===== src/rtl/ps2out_pkg.sv =====
// Shared definitions for the PS/2 host-to-device transmitter: FSM states,
// common command bytes and the microsecond-to-cycle conversion.
`timescale 1ns/1ps
package ps2out_pkg;

    typedef enum logic [2:0] {
        IDLE,
        INHIBIT,
        RTS,
        DATA,
        ACK,
        WAIT_IDLE
    } state_t;

    localparam logic [7:0] CMD_SET_LEDS = 8'hED;
    localparam logic [7:0] CMD_RESET    = 8'hFF;
    localparam logic [7:0] CMD_ENABLE   = 8'hF4;

    function automatic int us_to_cycles(input int us, input int hz);
        return int'((longint'(us) * longint'(hz)) / longint'(1000000));
    endfunction

endpackage


===== src/rtl/ps2_line_sync.sv =====
// Two-flop synchronizers for the PS/2 clock and data lines plus a falling-edge
// detect on the synchronized clock. Flops reset to 1, the idle line level.
`timescale 1ns/1ps
module ps2_line_sync (
    input  logic i_clk,
    input  logic i_res,
    input  logic i_ps2_clk,
    input  logic i_ps2_data,
    output logic o_clk_s,
    output logic o_data_s,
    output logic o_fall
);

    logic [1:0] r_clk_sync;
    logic [1:0] r_data_sync;
    logic       r_clk_prev;

    always_ff @(posedge i_clk or negedge i_res) begin
        if (!i_res) begin
            r_clk_sync  <= 2'b11;
            r_data_sync <= 2'b11;
            r_clk_prev  <= 1'b1;
        end else begin
            r_clk_sync  <= {r_clk_sync[0], i_ps2_clk};
            r_data_sync <= {r_data_sync[0], i_ps2_data};
            r_clk_prev  <= r_clk_sync[1];
        end
    end

    assign o_clk_s  = r_clk_sync[1];
    assign o_data_s = r_data_sync[1];
    assign o_fall   = r_clk_prev & ~r_clk_sync[1];

endmodule


===== src/rtl/ps2out.sv =====
// PS/2 host-to-device byte transmitter: inhibit, request-to-send, clock out
// 8 data bits + odd parity + stop on device edges, then check the device ack.
`timescale 1ns/1ps
module ps2out
    import ps2out_pkg::*;
#(
    parameter int CLK_HZ           = 25000000,
    parameter int INHIBIT_US       = 120,
    parameter int START_TIMEOUT_US = 15000,
    parameter int FRAME_TIMEOUT_US = 2000
) (
    input  logic       clk,
    input  logic       res,
    input  logic       ps2_clk_in,
    input  logic       ps2_data_in,
    output logic       ps2_clk_oe,
    output logic       ps2_data_oe,
    input  logic       send,
    input  logic [7:0] data,
    output logic       busy,
    output logic       done,
    output logic       error
);

    localparam int N_INH   = us_to_cycles(INHIBIT_US, CLK_HZ);
    localparam int N_START = us_to_cycles(START_TIMEOUT_US, CLK_HZ);
    localparam int N_FRAME = us_to_cycles(FRAME_TIMEOUT_US, CLK_HZ);
    localparam int N_TMO   = (N_START > N_FRAME) ? N_START : N_FRAME;
    localparam int N_MAX   = (N_TMO > N_INH) ? N_TMO : N_INH;
    localparam int TW      = (N_MAX > 1) ? $clog2(N_MAX) : 1;

    localparam logic [TW-1:0] L_INH_LAST   = TW'(N_INH - 1);
    localparam logic [TW-1:0] L_START_LAST = TW'(N_START - 1);
    localparam logic [TW-1:0] L_FRAME_LAST = TW'(N_FRAME - 1);

    logic w_clk_s;
    logic w_data_s;
    logic w_fall;

    ps2_line_sync u_sync (
        .i_clk     (clk),
        .i_res     (res),
        .i_ps2_clk (ps2_clk_in),
        .i_ps2_data(ps2_data_in),
        .o_clk_s   (w_clk_s),
        .o_data_s  (w_data_s),
        .o_fall    (w_fall)
    );

    state_t        r_state,   w_state;
    logic [TW-1:0] r_tmr,     w_tmr;
    logic [3:0]    r_bits,    w_bits;
    logic [9:0]    r_shift,   w_shift;
    logic          r_data_oe, w_data_oe;
    logic          r_done,    w_done;
    logic          r_error,   w_error;
    logic          w_expired;

    always_ff @(posedge clk or negedge res) begin
        if (!res) begin
            r_state   <= IDLE;
            r_tmr     <= '0;
            r_bits    <= '0;
            r_shift   <= '0;
            r_data_oe <= 1'b0;
            r_done    <= 1'b0;
            r_error   <= 1'b0;
        end else begin
            r_state   <= w_state;
            r_tmr     <= w_tmr;
            r_bits    <= w_bits;
            r_shift   <= w_shift;
            r_data_oe <= w_data_oe;
            r_done    <= w_done;
            r_error   <= w_error;
        end
    end

    // Until the first device edge the long start timeout applies, afterwards the frame timeout.
    assign w_expired = (r_state == DATA && r_bits == 4'd0) ? (r_tmr == L_START_LAST)
                                                           : (r_tmr == L_FRAME_LAST);

    always_comb begin
        w_state   = r_state;
        w_tmr     = r_tmr;
        w_bits    = r_bits;
        w_shift   = r_shift;
        w_data_oe = r_data_oe;
        w_done    = 1'b0;
        w_error   = 1'b0;
        case (r_state)
            IDLE: begin
                w_data_oe = 1'b0;
                if (send) begin
                    w_shift = {1'b1, ~^data, data};
                    w_tmr   = '0;
                    w_state = INHIBIT;
                end
            end
            INHIBIT: begin
                if (r_tmr == L_INH_LAST) begin
                    w_data_oe = 1'b1;
                    w_state   = RTS;
                end else begin
                    w_tmr = r_tmr + TW'(1);
                end
            end
            RTS: begin
                w_tmr   = '0;
                w_bits  = '0;
                w_state = DATA;
            end
            DATA: begin
                if (w_expired) begin
                    w_data_oe = 1'b0;
                    w_error   = 1'b1;
                    w_state   = IDLE;
                end else if (w_fall) begin
                    w_data_oe = ~r_shift[0];
                    w_shift   = {1'b0, r_shift[9:1]};
                    w_bits    = r_bits + 4'd1;
                    w_tmr     = (r_bits == 4'd0) ? '0 : r_tmr + TW'(1);
                    if (r_bits == 4'd9) begin
                        w_state = ACK;
                    end
                end else begin
                    w_tmr = r_tmr + TW'(1);
                end
            end
            ACK: begin
                if (w_expired) begin
                    w_data_oe = 1'b0;
                    w_error   = 1'b1;
                    w_state   = IDLE;
                end else if (w_fall) begin
                    if (w_data_s) begin
                        w_error = 1'b1;
                        w_state = IDLE;
                    end else begin
                        w_state = WAIT_IDLE;
                    end
                end else begin
                    w_tmr = r_tmr + TW'(1);
                end
            end
            WAIT_IDLE: begin
                if (w_clk_s && w_data_s) begin
                    w_done  = 1'b1;
                    w_state = IDLE;
                end
            end
            default: begin
                w_data_oe = 1'b0;
                w_state   = IDLE;
            end
        endcase
    end

    assign ps2_clk_oe  = (r_state == INHIBIT) || (r_state == RTS);
    assign ps2_data_oe = r_data_oe;
    assign busy        = (r_state != IDLE);
    assign done        = r_done;
    assign error       = r_error;

endmodule


===== config.mk =====
export PLATFORM = sky130hd
export DESIGN_NAME = ps2out
export DESIGN_NICKNAME = d
export VERILOG_FILES = /design/src/rtl/ps2out_pkg.sv /design/src/rtl/ps2_line_sync.sv /design/src/rtl/ps2out.sv
export SDC_FILE = /design/constraint.sdc
export NUM_CORES = 1
export LEC_CHECK = 0
export CORE_MARGIN = 5
export CORE_UTILIZATION = 59
export DETAILED_ROUTE_END_ITERATION = 12
export PLACE_DENSITY_LB_ADDON = 0.2
export RECOVER_POWER = 50
export SYNTH_ARGS = -nofsm -noshare
export SYNTH_HDL_FRONTEND = slang
export SYNTH_SLANG_ARGS = --single-unit

===== constraint.sdc =====
create_clock -name clk -period 2.6 [get_ports clk]
set_clock_uncertainty 0.1 [all_clocks]
set_input_delay 0.65 -clock clk [delete_from_list [all_inputs] [get_ports clk]]
set_output_delay 0.65 -clock clk [all_outputs]
set_load 0.03 [all_outputs]

# Word-level counts from Yosys, hierarchy flattened
# Index checks and enable logic that the tools add are counted.
[word_totals] output_inout_bits=5 word_cells=91 in_bits=13 ff_bits=44
[classes] n_addsub=2 n_reduce_logical=16 bitwise=4 n_mux=38 n_eq_ne=21
[ops] op="$mux 19" n=7
[ops] op="$pmux 19 s5" n=1
[ops] op="$mux 10" n=3
[ops] op="$mux 3" n=9
[ops] op="$pmux 10 s2" n=1
[ops] op="$add 19x1->19 const B" n=1
[ops] op="$eq 19x12->1 const B" n=1
[ops] op="$eq 19x16->1 const B" n=1
[ops] op="$eq 19x19->1 const B" n=1
[ops] op="$pmux 3 s6" n=1
[ops] op="$ne 2x2->1 const B" n=8
[ops] op="$reduce_and 6->1" n=2
[ops] op="$mux 1" n=11
[ops] op="$ne 3x2->1 const B" n=3
[ops] op="$mux 4" n=2
[ops] op="$pmux 4 s2" n=1
[ops] op="$reduce_and 4->1" n=2
[ops] op="$reduce_xnor 8->1" n=1
[ops] op="$eq 3x2->1 const B" n=2
[ops] op="$eq 3x3->1 const B" n=2
[ops] op="$reduce_bool 5->1" n=1
[ops] op="$add 4x1->4 const B" n=1
[ops] op="$eq 4x4->1 const B" n=1
[ops] op="$logic_not 4->1" n=1
[ops] op="13 further kinds" n=17

# Logic depth before layout (Yosys ltp)
# Gate-level depths: netlist (run 1).
[depth] word_depth=5 ltp_mapped=10

# Modules after synthesis
# From an unflattened synthesis (run 1), not the netlist that was laid out.
[unflattened] hier_cells=307 area_unflattened_um2=2718.9
[modules_own_cells] mod="ps2out" area_per_inst_um2=2573.7 cells_per_inst=301 seq_area_each_um2=975.9 n_inst=1
[modules_own_cells] mod="ps2_line_sync" area_per_inst_um2=145.1 cells_per_inst=6 seq_area_each_um2=131.4 n_inst=1

# Worst setup path before layout (run 1)
# No wires, ideal clock.
[synth_path] path_type="flip-flop to flip-flop" startpoint="register r_bits[0]" endpoint="register r_data_oe, in the netlist ps2_data_oe" slack_ns=0.291 setup_time_ns=0.125 arrival_ns=2.084 path_buffers=1 path_stages_with_launch=10 cell_sequence="dfrtp_1 inv_1 ha_1 nor3b_2 and2_1 mux2i_1 and2_1 buf_2 a222oi_1 mux2_2"
[synth_via] elab_chain_len=5
[synth_lines] element="start: declaration" line="ps2out.sv:52" text="logic [3:0] r_bits, w_bits;"
[synth_lines] element="start signal: assignment" line="ps2out.sv:71" text="r_bits <= w_bits;"
[synth_lines] element="$logic_not 4->1 (*)" line="ps2out.sv:80" text="assign w_expired = (r_state == DATA && r_bits == 4'd0) ? (r_tmr == L_START_LAST)"
[synth_lines] element="$logic_and 1x1->1 (*)" line="ps2out.sv:80"
[synth_lines] element="$mux 1 (*)" line="ps2out.sv:80"
[synth_lines] element="$ne 3x2->1 (no line), or another cell as far along"
[synth_lines] element="$reduce_and 4->1 (no line) or $pmux 1 s4 (tied branches)"
[synth_lines] element="end signal: assignment" line="ps2out.sv:73" text="r_data_oe <= w_data_oe;"
[synth_lines] element="end: declaration" line="ps2out.sv:54" text="logic r_data_oe, w_data_oe;"
# Every way passes the cells marked *; elsewhere a longest branch is shown, timed or not.
# A chain may end at the register's enable or synchronous reset.

# Final worst setup path (run 1)
[layout_path] startpoint="register r_state[2]" endpoint="output port busy"
[layout_via] elab_chain_len=1
[layout_lines] element="start: declaration" line="ps2out.sv:50" text="state_t r_state, w_state;"
[layout_lines] element="start signal: assignment" line="ps2out.sv:69" text="r_state <= w_state;"
[layout_lines] element="$reduce_bool 3->1" line="ps2out.sv:161" text="assign busy = (r_state != IDLE);"
[layout_lines] element="end: declaration" line="ps2out.sv:20" text="output logic busy,"
# No other way between the ends.

==> impl_results.md, run 1 <==
- Status: complete, but fails checks
- Failing checks: max-capacitance violations, max-slew violations
- Root Driver: clkbuf_8
- Async SR Flop Fraction: 100%
- Vias in the first global route: 2331
- Slew @ Worst Pin: 1.66 ns
- Clock latency on the worst-skew pair: 0.30 ns
- Placed Cells incl. Taps: 370
- Crit path capture type: output port
- R2R Path Start: r_tmr[1]
- Drt pass-1 iters: 5
- Worst hold path class: register to register
- Setup CP Type: register to output port
- Synth-to-Final Area Change: 17.5%
- Main combinational cell family by area after synthesis: simple AND/OR/NAND/NOR gates
- Worst path required time: 1.85 ns
- Peak per-stage delay on the critical path: 0.43 ns
- Synth Area in XOR/XNOR: 2.62%
- Initial Utilization: 61.0%
- Drc violations: 0
- Proportion of synthesized area in mux cells: 5.01%
- CTS tree: built
- Fin Setup TNS: 0 ns
- Syn_area_per_cell: 9.03 sq um
- Post-Syn Area: 2670 sq um
- DR iter-0 viols: 205
- Max-cap violations: 1
- Worst R2R Setup Slack: 0.13 ns
- Final period util: 95.1%
- CP Max Fanout: 13
- Syn Nets: 313
- Global Route Usage Sum: 21.5%
- Core Rows: 24
- Via count: 2406
- Nets: 343
- Post-Route WL: 6.22 mm
- Largest net degree at the start of global routing: 32
- GPL Wtd Cong: 0.890
- Yosys warns: 0
- Simple-gate portion of the synthesized area: 24.8%
- Worst Hold Launch: u_sync.r_data_sync[0]
- CTS Buf Count: 5
- Max Freq: 405 MHz
- CTS Hold Bufs: 0
- Setup violators final: 0
- I/O pin total: 18
- Routed WL per cell: 16.4 um
- Die area: 5980 sq um
- Worst R2R Path Depth: 9
- Clock-pin slew on the worst setup and hold paths: 0.09 ns
- Core Area: 4380 sq um
- GRT overflow: 0
- Seq cells post-synth: 44
- CP max stage cell: dfrtp_1
- Final-report max-slew violation count: 32
- DIE HEIGHT: 77.3 um
- Final hold vios: 0
- Fin crit period: 2.47 ns
- Antenna diode count: 0
- First-pass GRT wire length: 10.7 mm
- WHS Path Cells: 0
- Post-synthesis adder-cell area fraction: 1.87%
- Worst-path cell chain: clkbuf_1 -> nor2_1 -> nand2_1 -> dlymetal6s2s_1
- Critical R2R Capture: r_shift[3]
- Power Density: 957 nW/um^2
- CTS max path bufs: 2
- Main synth FF type: dfrtp_1
- Number of H-tree levels: 2
- Setup crit start kind: register
- Vias per cell: 6.35
- Antenna viol nets, final: 0
- Initial antenna violation count: 0
- Endpoint, Worst Hold: u_sync.r_data_sync[1]
- LEAKAGE: 0.00133 uW
- Slew margin rel.: -11.0%
- Non-Filler Instances: 379
- Synthesized instance count: 296
- Netlist cell types: 53
- Sequential fraction of the synthesis area: 41.4%
- Post-synth EDFFs: 0
- Peak supply drop: 0.000496 V
- DP Wirelength: 4.47 mm
- Compound-cell area share of the yosys netlist: 20.2%
- WP data arrival: 1.72 ns
- Num Clock Sinks: 44
- Die W: 77.3 um
- Port bufs: 17
- WHS: 0.264 ns
- Share of cells above drive strength 1: 17.1%
## layout by cell type, fill, tap and decap left out, drive strengths merged, types with 3 or more instances in the layout
master         count
ha                 4
nor2              24
mux2              11
nor3               4
nand3             10
clkdlybuf4s50     12
o41ai              5
dfrtp             39
clkbuf             9
nand2b             6
nand4              8
o21a               3
and2               5
xnor2              7
a31oi              4
o21ai             16
buf               22
nor2b              8
inv                6
and3               4
dfstp              5
o31ai             24
nand2             40
nor3b              3
a21oi              9
## through the flow
step | worst slack, ns | power (uW) | instance area (sq um) | utilization, %
after floorplan | 0.291 | 1990 | 2670 | -
after global placement | 0.0486 | 2400 | 2990 | 68.2
after detailed placement | -0.00303 | 2440 | 2990 | 68.2
after CTS | 0.0135 | 2960 | 3100 | 70.6
after global routing | -0.0136 | 3220 | 3140 | 71.7
final | 0.128 | 3010 | 3140 | 71.7
## flip-flops by register name (all words and copies together), names as in the netlist
signal,cells
u_sync.r_data_sync,2
u_sync.r_clk_sync,2
r_bits,4
error,1
r_shift,10
ps2_data_oe,1
r_state,3
done,1
r_tmr,19
u_sync.r_clk_prev,1
## area by class of cell
cell class              instances  area (sq um)
fillers                       334          1240
inverters                       6          22.5
flip-flops and latches         44          1110
clock inverters                 2          35.0
clock buffers                   6          72.6
repair buffers                 41           352
multi-input cells             228          1490
well taps                      52          65.1
## Yosys cell counts, drive strengths merged (3+ instances only)
| cell type | count | area, sq um |
|---|---|---|
| buf | 6 | 41.3 |
| nor2b | 8 | 50.1 |
| ha | 4 | 50.1 |
| nor2 | 24 | 90.1 |
| dfstp | 5 | 131 |
| o21a | 3 | 22.5 |
| dfrtp | 39 | 976 |
| nand3 | 10 | 50.1 |
| nor3 | 4 | 20.0 |
| a21oi | 9 | 60.1 |
| and3 | 4 | 25.0 |
| o21ai | 16 | 80.1 |
| mux2 | 11 | 124 |
| o31ai | 24 | 180 |
| o41ai | 5 | 43.8 |
| and2 | 5 | 31.3 |
| nand2b | 6 | 37.5 |
| nor3b | 3 | 27.5 |
| a31oi | 4 | 25.0 |
| clkbuf | 12 | 45.0 |
| inv | 6 | 22.5 |
| xnor2 | 7 | 61.3 |
| nand2 | 40 | 150 |
| nand4 | 8 | 50.1 |
## layer usage
metal	track usage (%)	part of all wire (%)	up-vias	wire [um]
li1	-	-	1144	-
met1	28.9	44	1163	2750
met2	35.0	49	85	3040
met3	4.57	5.2	14	326
met4	6.19	1.7	0	104
met5	0	0	-	0
## worst max-delay path by stage
stage / slack [ns] / endpoint / startpoint
detailed placement: -0.003 / r_tmr[10] / send
floorplan: 0.29 / ps2_data_oe / r_bits[0]
CTS: 0.01 / busy / r_state[2]
global route: -0.01 / r_shift[3] / r_tmr[1]
global placement: 0.05 / r_tmr[6] / send
finish: 0.13 / busy / r_state[2]
## repair_timing
item | in CTS | in global routing
hold endpoints to repair | 0 | 0
gates resized for setup | 1 | 8
pin swaps | 0 | 1
setup buffers | 0 | 1
endpoints found under the setup margin | 1 | 28
## power by group
part | internal [uW] | total, uW | switching, uW | leakage [uW]
Sequential | 843 | 989 | 146 | 0.000556
Combinational | 674 | 1500 | 821 | 0.000717
Clock | 285 | 522 | 237 | 0.0000552
## logic make-up after synthesis
kind of cell	Yosys count
compound gates	76
mux	12
simple gates	128
buf+inv	24
fa+ha+maj	4
xor+xnor	8
flops	44
## worst max-delay path, delay by kind of cell (launching register included)
| family | cells | cell delay [ns] |
|---|---|---|
| flops | 1 | 0.43 |
| simple gates | 2 | 0.28 |
| buf+inv | 2 | 0.72 |
Note: power is estimated with default switching activity, not from simulation.
==> run 2: changes to the inputs <==
- CORE_MARGIN: 5 -> 10
==> run 2 against run 1 <==
Effect of this change:
- the flow now finishes without violations
- first-iteration DRC count is 3.9% lower
- global-route usage is 4.9 points lower
- die area is 28% higher
- routed wire length is 1.3% lower
- sequential share of layout area is 0.56 points higher
- sequential power is 0.7% lower
- critical path type is now register to register
- critical endpoint is now r_tmr[6]
- largest cell class unchanged
==> impl_results.md, run 2 (synthesized netlist as in run 1, its figures left out) <==
- Port bufs: 17
- Number of flip-flops in the largest register: 19
- Worst-path cell chain: inv_1 -> ha_1 -> nor3b_4 -> and2_4 -> nor3_1 -> o21a_1 -> or3_4 -> buf_4 -> o41ai_1
- Die W: 87.3 um
- CTS max path bufs: 2
- Vias per cell: 6.27
- GRT overflow: 0
- Final period util: 93.0%
- Initial Utilization: 61.0%
- CP Max Fanout: 10
- Largest net degree at the start of global routing: 31
- Slew margin rel.: 47.0%
- Power Density: 934 nW/um^2
- Number of H-tree levels: 2
- Final hold vios: 0
- CP max stage cell: or3_4
- Status: completed
- CTS Hold Bufs: 0
- Peak supply drop: 0.000531 V
- DR iter-0 viols: 197
- DIE HEIGHT: 87.3 um
- Pwr Total: 2890 uW
- Global Route Usage Sum: 16.6%
- CTS Buf Count: 5
- Antenna diode count: 0
- Commonest cells after routing, fill and taps aside: 40 x nand2_1, 39 x dfrtp_1, 24 x nor2_1, 24 x o31ai_1, 20 x buf_4
- Delay-heaviest family, CP: simple AND/OR/NAND/NOR gates
- Share of cells above drive strength 1: 16.0%
- CTS tree: built
- First-pass GRT wire length: 10.5 mm
- Clock latency on the worst-skew pair: 0.30 ns
- Vias in the first global route: 2209
- Final-report max-slew violation count: 0
- Slew @ Worst Pin: 0.795 ns
- Drt pass-1 iters: 5
- Max Freq: 414 MHz
- Crit path capture type: register
- Via count: 2365
- Peak per-stage delay on the critical path: 0.42 ns
- Core Area: 4380 sq um
- Dpl ws: 0.0732 ns
- Multi-input gate area: 1480 sq um
- Max-cap violations: 0
- Die area: 7620 sq um
- Register area: 1110 sq um
- WP data arrival: 2.51 ns
- Largest register by flop count: r_tmr
- Root Driver: clkbuf_8
- # fillers: 359
- Worst hold path class: register to register
- Num Clock Sinks: 44
- Core Rows: 24
- LEAKAGE: 0.00130 uW
- CP Buf/Inv Count: 2
- Worst path required time: 2.69 ns
- Routed WL per cell: 16.3 um
- I/O pin total: 18
- Drc violations: 0
- Nets: 341
- WHS: 0.261 ns
- Commonest non-fill, non-tap cell in the layout: nand2_1
- Synth-to-Final Area Change: 15.6%
- Antenna viol nets, final: 0
- Initial antenna violation count: 0
- DP Wirelength: 4.56 mm
- Clock-pin slew on the worst setup and hold paths: 0.08 ns
- Setup crit start kind: register
- Final worst slack: 0.183 ns
- Fin crit period: 2.42 ns
- GPL Wtd Cong: 0.959
- Setup CP Type: register to register
- Fin area: 3090 sq um
- Placed inst area: 2980 sq um
- Post-Route WL: 6.14 mm
- Setup violators final: 0
- Biggest regs: r_tmr: 19 flops, r_shift: 10 flops, r_bits: 4 flops
run 2: changes by cell type in the layout (fill, tap and decap cells not counted), sizes merged:
cell | previous run | this run
dlymetal6s2s | 1 | 0
dlygate4sd2 | 1 | 2
buf | 22 | 21
bufinv | 1 | 0
run 2: path summary, 6_finish.rpt:
kind / from / endpoint / slack [ns] / depth (start not counted)
worst max register to register: r_bits[0] / r_tmr[6] / 0.18 / 9
worst max-delay path: r_bits[0] / r_tmr[6] / 0.18 / 9
worst min register to register: u_sync.r_data_sync[0] / u_sync.r_data_sync[1] / 0.26 / 0
worst min-delay path: u_sync.r_data_sync[0] / u_sync.r_data_sync[1] / 0.26 / 0
min in group asynchronous: res / r_state[1] / 0.30 / 1
max in group asynchronous: res / r_bits[3] / 0.88 / 2
run 2: metal layers:
metal / global-route usage [%] / up-vias / wire [um]
met5: 0 / - / 0
met4: 5.22 / 0 / 63
met3: 3.09 / 6 / 339
met2: 25.7 / 74 / 2970
met1: 22.8 / 1144 / 2770
li1: - / 1141 / -
run 2: area by class of cell:
| class | count | share of cell area [%] |
|---|---|---|
| inverters | 6 | 0.729 |
| clock buffers | 7 | 2.47 |
| flip-flops and latches | 44 | 35.8 |
| multi-input cells | 228 | 47.8 |
| well taps | 52 | 2.11 |
| clock inverters | 1 | 0.162 |
| repair buffers | 39 | 10.9 |
run 2: what timing repair did:
item,CTS,global route
pin swaps,0,1
resized for setup,2,5
gates cloned,0,0
endpoints found under the setup margin,2,31
setup buffers,0,1
run 2: power by group:
| group | switching (uW) | internal [uW] |
|---|---|---|
| logic | 820 | 670 |
| clock network | 226 | 189 |
| registers | 141 | 841 |
| total | 1190 | 1700 |
run 2: worst register-to-register path, delay by kind of cell (launching register included):
kind | cells | cell delay, ns
adder cells (fa/ha/maj) | 1 | 0.15
buffers and inverters | 2 | 0.29
AND/OR/NAND/NOR | 4 | 0.94
flip-flops | 1 | 0.41
AO/OA/AOI/OAI | 2 | 0.43
run 2: per-stage QoR:
| step | util [%] | std cells | TNS [ns] |
|---|---|---|---|
| after global routing | 70.5 | 377 | -0.0253 |
| after global placement | 67.9 | 368 | 0 |
| after CTS | 69.7 | 376 | 0 |
| after detailed placement | 67.9 | 368 | 0 |
| after floorplan | - | 296 | 0 |
| final | 70.5 | 377 | 0 |
